==> src/rtl/logo_pkg.sv <==
// Shared constants for the multi-sprite bouncing logo: sound codes, FSM encoding, colours.
// No logic; the colour helper maps a sprite index to its palette entry.
package logo_pkg;

    typedef logic [1:0] snd_code_t;

    localparam snd_code_t SND_PING = 2'b00;
    localparam snd_code_t SND_PONG = 2'b01;
    localparam snd_code_t SND_GO   = 2'b10;
    localparam snd_code_t SND_STOP = 2'b11;

    localparam logic [1:0] ST_IDLE   = 2'd0;
    localparam logic [1:0] ST_UPDATE = 2'd1;
    localparam logic [1:0] ST_REPORT = 2'd2;

    localparam logic [2:0] COL_BG = 3'b000;

    // Palette skips 0 so a sprite never renders as background.
    function automatic logic [2:0] sprite_colour(input int idx);
        return 3'((idx % 7) + 1);
    endfunction

endpackage

==> src/rtl/sprite_step.sv <==
// One-axis position step with wall clamping and direction flip.
// Purely combinational; no backpressure.
module sprite_step #(
    parameter int VW = 3
) (
    input  logic [9:0]    pos_i,
    input  logic          dir_i,
    input  logic [VW-1:0] vel_i,
    input  logic [9:0]    limit_i,
    output logic [9:0]    pos_o,
    output logic          dir_o,
    output logic          bounce_o
);

    logic signed [10:0] nxt;

    always_comb begin
        nxt = dir_i ? ($signed({1'b0, pos_i}) - $signed(11'(vel_i)))
                    : ($signed({1'b0, pos_i}) + $signed(11'(vel_i)));
        pos_o    = pos_i;
        dir_o    = dir_i;
        bounce_o = 1'b0;
        // A stationary sprite resting on a wall must not keep re-bouncing.
        if (vel_i != '0) begin
            if (nxt <= 11'sd0) begin
                pos_o    = '0;
                dir_o    = 1'b0;
                bounce_o = 1'b1;
            end else if (nxt >= $signed({1'b0, limit_i})) begin
                pos_o    = limit_i;
                dir_o    = 1'b1;
                bounce_o = 1'b1;
            end else begin
                pos_o = nxt[9:0];
            end
        end
    end

endmodule

==> src/rtl/multi_logo.sv <==
// N bouncing sprites: per-frame update FSM (one sprite per clock), speed control, sound events.
// Pixel colour is registered (1-cycle latency); no backpressure, frame_tick outside IDLE is dropped.
module multi_logo
    import logo_pkg::*;
#(
    parameter int N_SPRITES = 4,
    parameter int SCREEN_W  = 640,
    parameter int SCREEN_H  = 480,
    parameter int SPRITE_W  = 80,
    parameter int SPRITE_H  = 96,
    parameter int VEL_MAX   = 7,
    parameter int VEL_INIT  = 1
) (
    input  logic       clk,
    input  logic       clr,
    input  logic [9:0] x_px,
    input  logic [9:0] y_px,
    input  logic       frame_tick,
    input  logic       inc_vel,
    input  logic       dec_vel,
    output logic [2:0] color_px,
    output logic       mute,
    output logic [1:0] code_sound,
    output logic       sound_stb
);

    localparam int VW    = $clog2(VEL_MAX + 1);
    localparam int IDXW  = (N_SPRITES > 1) ? $clog2(N_SPRITES) : 1;
    localparam int X_LIM = SCREEN_W - SPRITE_W;
    localparam int Y_LIM = SCREEN_H - SPRITE_H;
    localparam int X_GAP = X_LIM / N_SPRITES;
    localparam int Y_GAP = Y_LIM / N_SPRITES;

    logic [1:0]          state_q, state_d;
    logic [IDXW-1:0]     idx_q, idx_d;
    logic [VW-1:0]       vel_q, vel_d;
    logic                evt_vld_q, evt_vld_d;
    snd_code_t           evt_code_q, evt_code_d;
    logic                sound_stb_q;
    snd_code_t           code_sound_q;
    logic [2:0]          color_q, color_d;

    logic [9:0]          x_q [N_SPRITES];
    logic [9:0]          y_q [N_SPRITES];
    logic [N_SPRITES-1:0] dx_q, dy_q;

    logic [9:0]          x_nxt, y_nxt;
    logic                dx_nxt, dy_nxt;
    logic                bx, by;

    sprite_step #(.VW(VW)) u_step_x (
        .pos_i    (x_q[idx_q]),
        .dir_i    (dx_q[idx_q]),
        .vel_i    (vel_q),
        .limit_i  (10'(X_LIM)),
        .pos_o    (x_nxt),
        .dir_o    (dx_nxt),
        .bounce_o (bx)
    );

    sprite_step #(.VW(VW)) u_step_y (
        .pos_i    (y_q[idx_q]),
        .dir_i    (dy_q[idx_q]),
        .vel_i    (vel_q),
        .limit_i  (10'(Y_LIM)),
        .pos_o    (y_nxt),
        .dir_o    (dy_nxt),
        .bounce_o (by)
    );

    always_comb begin
        state_d    = state_q;
        idx_d      = idx_q;
        vel_d      = vel_q;
        evt_vld_d  = evt_vld_q;
        evt_code_d = evt_code_q;
        case (state_q)
            ST_IDLE: begin
                if (frame_tick) begin
                    state_d   = ST_UPDATE;
                    idx_d     = '0;
                    evt_vld_d = 1'b0;
                    if (inc_vel && !dec_vel && vel_q != VW'(VEL_MAX)) begin
                        vel_d = vel_q + VW'(1);
                    end else if (dec_vel && !inc_vel && vel_q != '0) begin
                        vel_d = vel_q - VW'(1);
                    end
                    // Speed events claim the frame's strobe before any bounce can.
                    if (vel_q == '0 && vel_d == VW'(1)) begin
                        evt_vld_d  = 1'b1;
                        evt_code_d = SND_GO;
                    end else if (vel_q == VW'(1) && vel_d == '0) begin
                        evt_vld_d  = 1'b1;
                        evt_code_d = SND_STOP;
                    end
                end
            end
            ST_UPDATE: begin
                if (!evt_vld_q && (bx || by)) begin
                    evt_vld_d  = 1'b1;
                    evt_code_d = bx ? SND_PING : SND_PONG;
                end
                if (idx_q == IDXW'(N_SPRITES - 1)) begin
                    state_d = ST_REPORT;
                end else begin
                    idx_d = idx_q + IDXW'(1);
                end
            end
            ST_REPORT: state_d = ST_IDLE;
            default:   state_d = ST_IDLE;
        endcase
    end

    // Iterate from the top index down so the lowest covering sprite is written last.
    always_comb begin
        color_d = COL_BG;
        for (int i = N_SPRITES - 1; i >= 0; i--) begin
            if ({1'b0, x_px} >= {1'b0, x_q[i]} &&
                {1'b0, x_px} <  {1'b0, x_q[i]} + 11'(SPRITE_W) &&
                {1'b0, y_px} >= {1'b0, y_q[i]} &&
                {1'b0, y_px} <  {1'b0, y_q[i]} + 11'(SPRITE_H)) begin
                color_d = sprite_colour(i);
            end
        end
    end

    always_ff @(posedge clk) begin
        if (clr) begin
            state_q      <= ST_IDLE;
            idx_q        <= '0;
            vel_q        <= VW'(VEL_INIT);
            evt_vld_q    <= 1'b0;
            evt_code_q   <= SND_PING;
            sound_stb_q  <= 1'b0;
            code_sound_q <= SND_PING;
            color_q      <= COL_BG;
            for (int i = 0; i < N_SPRITES; i++) begin
                x_q[i]  <= 10'(i * X_GAP);
                y_q[i]  <= 10'(i * Y_GAP);
                dx_q[i] <= i[0];
                dy_q[i] <= i[1];
            end
        end else begin
            state_q     <= state_d;
            idx_q       <= idx_d;
            vel_q       <= vel_d;
            evt_vld_q   <= evt_vld_d;
            evt_code_q  <= evt_code_d;
            color_q     <= color_d;
            sound_stb_q <= (state_q == ST_REPORT) && evt_vld_q;
            if (state_q == ST_REPORT && evt_vld_q) begin
                code_sound_q <= evt_code_q;
            end
            if (state_q == ST_UPDATE) begin
                x_q[idx_q]  <= x_nxt;
                y_q[idx_q]  <= y_nxt;
                dx_q[idx_q] <= dx_nxt;
                dy_q[idx_q] <= dy_nxt;
            end
        end
    end

    assign color_px   = color_q;
    assign sound_stb  = sound_stb_q;
    assign code_sound = code_sound_q;
    assign mute       = (vel_q == '0);

endmodule

==> config.mk <==
export PLATFORM = sky130hd
export DESIGN_NAME = multi_logo
export DESIGN_NICKNAME = d
export VERILOG_FILES = /design/src/rtl/logo_pkg.sv /design/src/rtl/sprite_step.sv /design/src/rtl/multi_logo.sv
export SDC_FILE = /design/constraint.sdc
export NUM_CORES = 1
export LEC_CHECK = 0
export ABC_AREA = 0
export CORE_AREA = 8 8 111 214
export CTS_BUF_LIST = sky130_fd_sc_hd__clkbuf_4
export DETAILED_ROUTE_END_ITERATION = 7
export DIE_AREA = 0 0 119 222
export SYNTH_ARGS = -nofsm -noshare
export SYNTH_HDL_FRONTEND = slang
export SYNTH_SLANG_ARGS = --single-unit
==> constraint.sdc <==
create_clock -name clk -period 6.2 [get_ports clk]
set_clock_uncertainty 0.15 [all_clocks]
set_input_delay 0.62 -clock clk [delete_from_list [all_inputs] [get_ports clk]]
set_output_delay 0.62 -clock clk [all_outputs]
set_load 0.1 [all_outputs]
# Word level (Yosys, flattened, before mapping)
# Memory sizes are Yosys's and may differ from the RTL's. A register that Yosys moved wholly into a read port is not among the register bits.
# Cells that the tools add are included.
[totals]
latchBits = 0
out_inout_bits = 7
mem_bits_rw = 80
romBits = 0
n_memories = 2
reg_bits = 24
in_bits = 25
[op_classes]
n_div = 0
bitwise_logic = 0
n_eq_ne = 11
n_reduce_logical = 39
n_mux = 68
n_mul = 0
n_lt_le_gt_ge = 22
shift = 0
add_sub_neg = 15
[memory_table]
columns = ["name", "words", "word_bits", "rd", "rd_clocked_by_memory_dff", "wr", "line_no", "rtl"]
rows = [
  ["x_q", 4, 10, 5, 1, 4, "multi_logo.sv:43", "logic [9:0] x_q [N_SPRITES];"],
  ["y_q", 4, 10, 5, 1, 4, "multi_logo.sv:44", "logic [9:0] y_q [N_SPRITES];"],
]
[ops]
columns = ["op", "n"]
rows = [
  ["$add A10 B7 Y11 const B", 8],
  ["$lt A10 B11 Y1", 8],
  ["$ge A10 B10 Y1", 8],
  ["$mux W10", 8],
  ["$mux W2", 16],
  ["$mux W1", 28],
  ["$add A10 B3 Y11", 2],
  ["$le A11 B1 Y1 const B", 2],
  ["$mux W11", 2],
  ["$sub A10 B3 Y11", 2],
  ["$logic_and A1 B1 Y1", 21],
  ["$reduce_or A10 Y1", 2],
  ["$mux W3", 5],
  ["$pmux W2 S2", 3],
  ["$ge A11 B10 Y1 const B", 1],
  ["$ge A11 B11 Y1 const B", 1],
  ["$bwmux W4", 2],
  ["$ne A2 B2 Y1 const B", 4],
  ["$eq A3 B1 Y1 const B", 2],
  ["$logic_not A3 Y1", 2],
  ["$ne A3 B3 Y1 const B", 2],
  ["$reduce_and A3 Y1", 2],
  ["$bmux W1 S2", 2],
  ["$eq A2 B2 Y1 const B", 2],
  ["17 further kinds", 20],
]

# Longest topological paths before layout
[logic_depth]
depth_word = 13
ltp_mapped = 17

# By module
# A second synthesis with hierarchy kept.
[unflattened]
cells_unflattened = 1127
area_unflattened_um2 = 10565.1
[modules_own_cells]
columns = ["module", "n_inst", "cells_per_inst", "area_per_inst_um2", "seq_area_each_um2"]
rows = [
  ["multi_logo", 1, 815, 8368.0, 2922.8],
  ["sprite_step", 2, 156, 1098.6, 0.0],
]

# Least setup slack after synthesis
# No wires, ideal clock.
[synth_timing]
path_kind = "flip-flop to flip-flop"
startpoint = "register with a tool-made name"
endpoint = "memory x_q[0][8] (data pin)"
synth_period_minus_slack_ns = 4.760
setup_slack_ns = 1.440
setup_time_ns = 0.265
n_path_buf = 2
arrival_time_ns = 4.345
stages_incl_launch_ff = 18
path_cell_list = "dfxtp_1 buf_4 buf_1 mux4_2 inv_1 ha_1 inv_1 fa_1 a211o_1 a21oi_1 o21ai_0 and3_1 nor4_1 nand2b_1 o31a_1 nor3_2 a221oi_2 nor2_1"
[synth_rtl]
columns = ["element", "line_no"]
rows = [
  ["end, declared", "multi_logo.sv:43"],
]

==> results.md <==
* Final Instance Area at about 10,000 sq um
* Routed wire length at between 20,000 and 30,000 um
* Core Footprint at 20,930 sq um
* Row cnt at between 70 and 80
* Post-synth ARST share at 0%
* Number of synthesized flops with an enable pin at 80
* Synthesis-to-layout area growth at 8.011%
* Synthesized area per cell at 9.378 sq um
* Post-DP HPWL at around 21,000 um
* Chip Width at between 100 and 150 um
* Worst Path Required at 6.34 ns
* CTS resizes at 0
* Status: finished, final reports clean
* Synth top area share at between 20% and 30%
* Setup TNS at 0 ns
* Most frequent cell after synthesis: ha_1
* Nets at around 1.2k
* CTS max path bufs at 2
* Final Max Slew Viols at 0
* Post-synthesis cell area at 9434 sq um
* Max Cap Viol at 0
* Synth area leaders: edfxtp_1 25%, ha_1 21%, dfxtp_1 5.5%
* Layout fillers at ~2.0k
* Yosys cell types at 70
* Fraction of the cycle the final worst path needs at between 80% and 90%
* Cell taking the most area after synthesis: edfxtp_1
* Drc violations at 0
* Commonest cells post-synth: 159 x ha_1, 114 x inv_1, 97 x nor2_1
* CTS tree: yes
* Post-Synthesis Cells at 1,006
* First-pass GRT wire length at just over 40,000 um
* Drt via density at approximately 5.8
* Type of the worst setup path: reg2reg
* Die Span Y at roughly 220 um
* Critical path fanouts, max at 9
* Die area at about 26,000 sq um
* Crit. End Element: register
* Buffers on Ports at 31
* Rel. slew slack at approximately a quarter
* Initial DRT Pass Iterations at 5
* Initial Utilization at about 45%
* Setup repair after global routing missed its margin: no
* Hold Path Class: reg2reg
* Sink Count at 106
* DP Area at between 10,000 and 15,000 sq um
* Tmin final at roughly 5.2 ns
* H-tree lvl count at 3
* Final ANT Viol Nets at 0
* VDD IR max at between 0.15 and 0.2 mV
* Vias in the first global route at approximately 7.8k
* GRT Util Overall at 19.48%
* Switching power at approximately 0.98 mW
* Clock Pin Slew Worst Setup and Hold Paths at roughly 0.18 ns
* Final Core Density at roughly half
* Worst-Skew Late Latency at roughly 0.52 ns
* Yosys reg bits at between 100 and 150
* Crit start category: register
* Root Driver: clkbuf_4
* Worst Max-Slew Pin Slew at 1.132 ns
* # setup viols final at 0
* Critical Path AT at around 5.4 ns
* Internal at approximately 1.3 mW
* Initial antenna violation count at 1
* Register share of total power at between 30% and 40%
* Static leakage at ~4.3 nW
* Clk pwr share at roughly 16%
* Fin. Hold Viols at 0
* Largest net degree at the start of global routing at 36
* Hold_buf cts at 0
* Gpl congestion at roughly 0.95
* Vias at approximately 7.6k
* WL per Instance at between 15 and 20 um
* Layout cells sized above 1 at ~5.7%
* Post-CTS Setup Inserts at 0
* Gr ovfl total at 0
* Ys Warns at 0
* Syn_nets at 1,192
* Number of I/O pins at 32
* Fmax at around 190 MHz
* Register area share after synthesis at a little under a third
* Combinational Power Share at 47.5%
* Switching share of power at between 40% and 50%
* Ys flop type: edfxtp_1
* 1st-iter DRT viols at 381
* CTS buffer count at 9
* PwrDens at 226.8 nW/um^2
per-stage QoR:
step / cells / hold slack [ns] / total power [mW] / setup slack, ns
detailed placement: 1293 / 0.3007 / 1.957 / 0.9292
global route: 1310 / 0.3543 / 2.467 / 0.5882
global placement: 1293 / 0.3008 / 1.953 / 0.9973
finish: 1310 / 0.3269 / 2.311 / 0.9500
floorplan: 1006 / 0.2830 / 1.653 / 1.440
CTS: 1309 / 0.3216 / 2.313 / 0.9102
cell type report:
cell class                      instances  area, sq um  share of cell area [%]
Multi-Input combinational cell        763         5981                   58.69
Sequential cell                       106         2923                   28.68
Inverter                              115        434.2                   4.261
Timing Repair Buffer                   40        377.9                   3.708
Tap cell                              269        336.6                   3.303
Clock buffer                           10        75.07                  0.7367
Clock inverter                          6        60.06                  0.5894
Antenna cell                            1        2.502                 0.02456
layout by cell type, fill, tap and decap left out, types with 3 or more instances in the layout:
cell / instances
inv_1: 114
nand4_1: 5
a2111oi_0: 3
nand3b_1: 7
and3_1: 7
nand2b_1: 17
o21ai_0: 66
dfxtp_1: 26
nand3_1: 14
nor2b_1: 13
xor2_1: 11
or4_1: 3
a21oi_1: 62
and2_1: 6
o2111ai_1: 10
xnor2_1: 31
a211oi_1: 11
nor4_1: 9
a21boi_0: 4
a31oi_1: 6
a21o_1: 14
mux4_2: 21
nor2_1: 97
clkdlybuf4s50_1: 31
o22ai_1: 3
inv_6: 3
or3_1: 4
a22oi_1: 5
o211ai_1: 8
nand2_1: 49
edfxtp_1: 80
ha_1: 159
o21a_1: 28
mux2i_1: 12
buf_4: 9
o31ai_1: 5
clkbuf_4: 10
nor3_1: 34
power groups by stage:
stage | logic [mW] | registers (mW) | clock network (mW)
after floorplan | 0.795 | 0.858 | 0
after global placement | 1.08 | 0.870 | 0
after detailed placement | 1.09 | 0.872 | 0
after CTS | 1.09 | 0.855 | 0.364
after global routing | 1.22 | 0.861 | 0.385
final | 1.10 | 0.855 | 0.359
state kept, by name (all words and copies together) (netlist names), named ones only:
signal      flops
x_q            40
y_q            40
dx_q            4
dy_q            4
color_px        3
vel_q           3
code_sound      2
evt_code_q      2
idx_q           2
state_q         2
evt_vld_q       1
sound_stb       1
critical path, stage by stage (launching register included):
cell      delay (ns)
dfxtp_1         0.54
mux4_2          0.69
mux2i_1         0.50
ha_1            0.33
nor2b_1         0.14
o31ai_1         0.32
a21oi_1         0.23
xnor2_2         0.20
xnor2_1         0.16
or4_4           0.56
o41ai_4         0.54
nor3_2          0.17
a221oi_2        0.39
nor2_1          0.11
final timing paths:
| kind | from | end | slack [ns] | cells past startpoint |
|---|---|---|---|---|
| setup reg to reg | idx_q[0] | x_q[1][8] | 0.95 | 13 |
| hold / removal | dx_q[0] | dx_q[0] | 0.33 | 2 |
| hold reg to reg | dx_q[0] | dx_q[0] | 0.33 | 2 |
| setup / recovery | idx_q[0] | x_q[1][8] | 0.95 | 13 |
kinds of logic (layout without fill, tap and decap cells):
kind of cell / after synthesis / in the layout / share of synthesized area (%)
adder cells (fa/ha/maj): 161 / 161 / 21.51
AO/OA/AOI/OAI: 251 / 251 / 17.35
buffers and inverters: 137 / 171 / 5.623
AND/OR/NAND/NOR: 274 / 274 / 14.06
multiplexers: 34 / 34 / 6.406
XOR/XNOR: 43 / 43 / 4.072
flip-flops: 106 / 106 / 30.98
other: 0 / 1 / 0
metal layers:
layer / track usage, % / up-vias / share of wire, %
met3: 2.627 / 68 / 2.4
li1: - / 3753 / -
met1: 18.81 / 3632 / 37
met2: 37.38 / 137 / 55
met5: 0 / - / 0
met4: 12.11 / 0 / 5.2
(Power assumes the default switching activity.)
